--- src/rtl/prio_code_decoder_if.sv ---
// Handshake bundle carrying a 2-bit priority code (y index + z valid flag)
// from the encoder side to the decoder.
interface prio_code_decoder_if;
  logic       in_valid;
  logic       in_ready;
  logic [1:0] in_y;
  logic       in_z;

  modport master (
    output in_valid,
    output in_y,
    output in_z,
    input  in_ready
  );

  modport slave (
    input  in_valid,
    input  in_y,
    input  in_z,
    output in_ready
  );
endinterface

--- src/rtl/prio_code_decoder.sv ---
// Expands an accepted priority code into a one-hot line vector held for
// HOLD_CYCLES, then idles for GAP_CYCLES; counts empty (z=0) codes.
module prio_code_decoder #(
  parameter int HOLD_CYCLES = 4,
  parameter int GAP_CYCLES  = 1,
  parameter int CNT_W       = 8
) (
  input  logic             clk,
  input  logic             reset,
  prio_code_decoder_if.slave in_if,
  output logic [3:0]       w_out,
  output logic             busy,
  output logic             done,
  output logic [CNT_W-1:0] err_cnt
);

  localparam int MAXC = (HOLD_CYCLES > GAP_CYCLES) ?
                        HOLD_CYCLES : GAP_CYCLES;
  localparam int CW   = (MAXC > 1) ? $clog2(MAXC) : 1;

  localparam logic [CW-1:0] HOLD_LD = CW'(HOLD_CYCLES - 1);
  localparam logic [CW-1:0] GAP_LD  =
    CW'((GAP_CYCLES > 0) ? GAP_CYCLES - 1 : 0);

  typedef enum logic [1:0] {
    IDLE  = 2'd0,
    DRIVE = 2'd1,
    GAP   = 2'd2
  } state_t;

  state_t        state;
  logic [CW-1:0] cnt;
  logic          xfer;

  assign in_if.in_ready = (state == IDLE);
  assign busy           = (state != IDLE);
  assign xfer           = in_if.in_valid & in_if.in_ready;

  always_ff @(posedge clk) begin
    if (reset) begin
      state   <= IDLE;
      cnt     <= '0;
      w_out   <= 4'b0000;
      done    <= 1'b0;
      err_cnt <= '0;
    end else begin
      done <= 1'b0;
      case (state)
        IDLE: begin
          if (xfer) begin
            if (in_if.in_z) begin
              state <= DRIVE;
              cnt   <= HOLD_LD;
              w_out <= 4'b0001 << in_if.in_y;
            end else if (err_cnt != {CNT_W{1'b1}}) begin
              err_cnt <= err_cnt + CNT_W'(1);
            end
          end
        end
        DRIVE: begin
          if (cnt != '0) begin
            cnt <= cnt - CW'(1);
          end else begin
            w_out <= 4'b0000;
            done  <= 1'b1;
            // GAP_CYCLES==0 returns straight to IDLE after the done cycle
            if (GAP_CYCLES > 0) begin
              state <= GAP;
              cnt   <= GAP_LD;
            end else begin
              state <= IDLE;
            end
          end
        end
        GAP: begin
          w_out <= 4'b0000;
          if (cnt != '0) cnt <= cnt - CW'(1);
          else           state <= IDLE;
        end
        default: begin
          state <= IDLE;
          w_out <= 4'b0000;
        end
      endcase
    end
  end

endmodule

--- src/flat_wrapper.sv ---
// flat-port wrapper written by rule: the top's interface ports become plain ports
module prio_code_decoder_flat 
#(
  parameter int HOLD_CYCLES = 4,
  parameter int GAP_CYCLES  = 1,
  parameter int CNT_W       = 8
)
  (clk, reset, w_out, busy, done, err_cnt, in_if_in_valid, in_if_in_y, in_if_in_z, in_if_in_ready);
  prio_code_decoder_if in_if_i ();
  input  logic clk;
  input  logic reset;
  output logic [3:0] w_out;
  output logic busy;
  output logic done;
  output logic [CNT_W-1:0] err_cnt;
  input wire logic [$bits(in_if_i.in_valid)-1:0] in_if_in_valid;
  input wire logic [$bits(in_if_i.in_y)-1:0] in_if_in_y;
  input wire logic [$bits(in_if_i.in_z)-1:0] in_if_in_z;
  output wire logic [$bits(in_if_i.in_ready)-1:0] in_if_in_ready;
  assign in_if_i.in_valid = in_if_in_valid;
  assign in_if_i.in_y = in_if_in_y;
  assign in_if_i.in_z = in_if_in_z;
  assign in_if_in_ready = in_if_i.in_ready;
  prio_code_decoder #(.HOLD_CYCLES(HOLD_CYCLES), .GAP_CYCLES(GAP_CYCLES), .CNT_W(CNT_W)) u_core (.clk(clk), .reset(reset), .in_if(in_if_i), .w_out(w_out), .busy(busy), .done(done), .err_cnt(err_cnt));
endmodule
--- config.mk ---
export PLATFORM = sky130hd
export DESIGN_NAME = prio_code_decoder_flat
export DESIGN_NICKNAME = d
export VERILOG_FILES = /design/src/rtl/prio_code_decoder_if.sv /design/src/rtl/prio_code_decoder.sv /design/src/flat_wrapper.sv
export SDC_FILE = /design/constraint.sdc
export NUM_CORES = 1
export LEC_CHECK = 0
export CAP_MARGIN = 20
export CELL_PAD_IN_SITES_DETAIL_PLACEMENT = 0
export CELL_PAD_IN_SITES_GLOBAL_PLACEMENT = 2
export CORE_ASPECT_RATIO = 1.4
export CORE_MARGIN = 2
export CORE_UTILIZATION = 31
export DETAILED_ROUTE_END_ITERATION = 8
export PLACE_DENSITY_LB_ADDON = 0.2
export SLEW_MARGIN = 10
export SYNTH_ARGS = -nofsm -noshare
export SYNTH_HDL_FRONTEND = slang
export SYNTH_SLANG_ARGS = --single-unit
--- constraint.sdc ---
create_clock -name clk -period 4.2 [get_ports clk]
set_input_delay 0.84 -clock clk [delete_from_list [all_inputs] [get_ports clk]]
set_output_delay 0.84 -clock clk [all_outputs]
set_load 0.05 [all_outputs]
==> flow_summary_export.csv <==
group,metric,value,unit
synth,synthFlopType,"dfxtp_1",
clock_network,clock_latency,250,ps
clock_network,path_clk_slew,60,ps
finish,fin_area,1200,sq um
global_route,grt-ovfl-total,0,
floorplan,die_h,68.5,um
place,placed_area,1160,sq um
clock_network,postCtsSetupBuffers,0,
setup_path,worstReg2RegEnd,"u_core.state[0]",
floorplan,std_cell_rows,23,
sta,skew,2.10,ps
run,drv_cap,0,
routing,drc_errors,0,
setup_path,crit_path_end,"busy",
worst_hold_path,hold_path_class,"flip-flop to flip-flop",
clock_network,cts_tree,"built",
setup_path,worst-r2r-setup-slack,2430,ps
finish,diodes,0,
power,leakage,0.469,nW
synth,netlist_instances,98,
clock_network,cts_buffers,3,
setup_path,reg2reg_depth,6,
synth,avgSynthCellArea,9.40,sq um
clock_network,cts_root_buffer,"clkbuf_8",
synth,synthArstFlopShare,0,%
sta,setup_violations,0,
finish,final_common_cell,"clkdlybuf4s50_1",
global_route,grt.total_usage,12.5,%
finish,layout_common_cells,"clkdlybuf4s50_1 (20), dfxtp_1 (17), nor2_1 (12)",
place,port_buffers,20,
routing,num_vias,758,
sta,tightest_slew,686,ps
sta,whs,472,ps
floorplan,die_w,50.1,um
floorplan,fp.coreArea,2850,sq um
clock_network,ctsHoldBuffers,0,
clock_network,cts_buffer_depth,2,
floorplan,ios,21,
routing,firstDrtPassIters,4,
finish,area_delta_synth_final,30.8,%
clock_network,ctsResizeCount,0,
routing,drtIter0Drc,6,
clock_network,h-tree-depth,1,
synth,syn-num-nets,114,
routing,drtAntennaViolNets,0,
setup_path,crit_arrival,1960,ps
power,ir_drop,342,uV
sta,maxSlewViolCount,0,
routing,via_per_inst,4.83,
power,powerDensity,555,nW/um^2
status,status,"finished, final reports clean",
setup_path,end_kind,"primary output",
synth,yosys_warnings,0,
setup_path,critPathMaxFanout,8,
global_route,grt_first_pass_wirelength,3220,um
synth,synth_edf_count,0,
synth,syn_area,921,sq um
sta,setup-tns-final,0,ps
setup_path,worst_r2r_startpoint,"u_core.state[0]",
power,finalPower,669,uW
synth,ys_types,34,
sta,hold_violations,0,
routing,wire_per_inst,12.0,um
setup_path,critPathLaunchType,"flip-flop",
place,gp_congestion,0.750,
setup_path,setup.worst_path.start,"u_core.state[0]",
finish,drive_above_1_share,9.17,%
routing,wirelength,1890,um
place,hpwlAfterDp,1430,um
finish,fin_nets,137,
setup_path,crit_type,"flip-flop to primary output",
synth,yosys_register_bits,17,
clock_network,clock_sinks,17,
sta,rsz0062_at_grt,"no",
finish,nFillCells,274,
synth,yosysSeqAreaShare,37.0,%
floorplan,dieArea,3430,sq um
sta,finalCriticalPeriod,2800,ps
finish,ff_latch_area,340,sq um
floorplan,start_util,32.3,%
sta,relSlewSlack,54.1,%
global_route,grt_max_degree,18,
global_route,grt_pass1_vias,737,
finish,multi_input_area,543,sq um
sta,fmax,0.357,GHz
sta,finalCritPeriodShare,66.8,%
setup_path,crit_required,3360,ps
global_route,antenna_found_initial,0,
state kept, by name (all words and copies together) (netlist names):
name	cells
u_core.cnt	2
u_core.done	1
u_core.err_cnt	8
u_core.state	2
u_core.w_out	4
cells by family after synthesis:
| group | synth area share, % |
|---|---|
| AO/OA/AOI/OAI | 16.0 |
| AND/OR/NAND/NOR | 22.0 |
| flip-flops | 37.0 |
| adder cells (fa/ha/maj) | 13.6 |
| multiplexers | 5.43 |
| XOR/XNOR | 1.90 |
| buffers and inverters | 4.08 |
cells in the mapped netlist, drive strengths merged (2+ instances only):
library cell | count | share of area (%)
nand4 | 2 | 1.4
a21oi | 6 | 4.1
nor2 | 12 | 4.9
nand4b | 2 | 1.9
nand2b | 3 | 2.0
mux2i | 5 | 5.4
a221oi | 2 | 1.9
nor2b | 2 | 1.4
inv | 8 | 3.3
and4 | 2 | 2.2
a211oi | 3 | 3.0
nor3 | 4 | 2.2
a311oi | 2 | 2.6
dfxtp | 17 | 37
ha | 10 | 14
xor2 | 2 | 1.9
nand2 | 3 | 1.2
cell type report:
type | count | share of cell area, %
multi-input combinational | 71 | 45.1
sequential | 17 | 28.2
timing repair buffer | 20 | 16.6
tap | 37 | 3.84
clock buffer | 4 | 3.74
inverter | 8 | 2.49
worst min path at each step:
stage	from	end	cells after the start
2_1_floorplan	u_core.cnt[0]	u_core.cnt[0]	2
3_3_place_gp	u_core.w_out[2]	u_core.w_out[2]	2
3_5_place_dp	u_core.w_out[2]	u_core.w_out[2]	2
4_1_cts	u_core.w_out[2]	u_core.w_out[2]	2
5_1_grt	u_core.w_out[2]	u_core.w_out[2]	2
6_report	u_core.w_out[2]	u_core.w_out[2]	2
power breakdown:
group	leakage (nW)	internal, mW	total (mW)	switching [mW]
clock	0.0228	0.0672	0.120	0.0531
sequential	0.138	0.188	0.209	0.0208
combinational	0.308	0.127	0.340	0.213
worst max-delay path, stage by stage, from the launching register on:
cell and delay [ps]:
dfxtp_1 380, inv_1 110, ha_1 320, inv_1 110, clkdlybuf4s50_1 800
layer usage:
| metal | up-vias | wire length, um | global-route usage [%] |
|---|---|---|---|
| li1 | 388 | - | - |
| met1 | 358 | 834 | 14.3 |
| met2 | 10 | 1000 | 22.4 |
| met3 | 2 | 38 | 1.94 |
| met4 | 0 | 17 | 6.25 |
| met5 | - | 0 | 0 |
through the flow:
stage | utilization [%] | worst slack [ps] | instances
after floorplan | - | 1950 | 98
after global placement | 40.7 | 1710 | 153
after detailed placement | 40.7 | 1660 | 153
after CTS | 42.3 | 1380 | 157
after global routing | 42.3 | 1310 | 157
final | 42.3 | 1400 | 157
No activity file was read; power rests on OpenSTA's default activity.
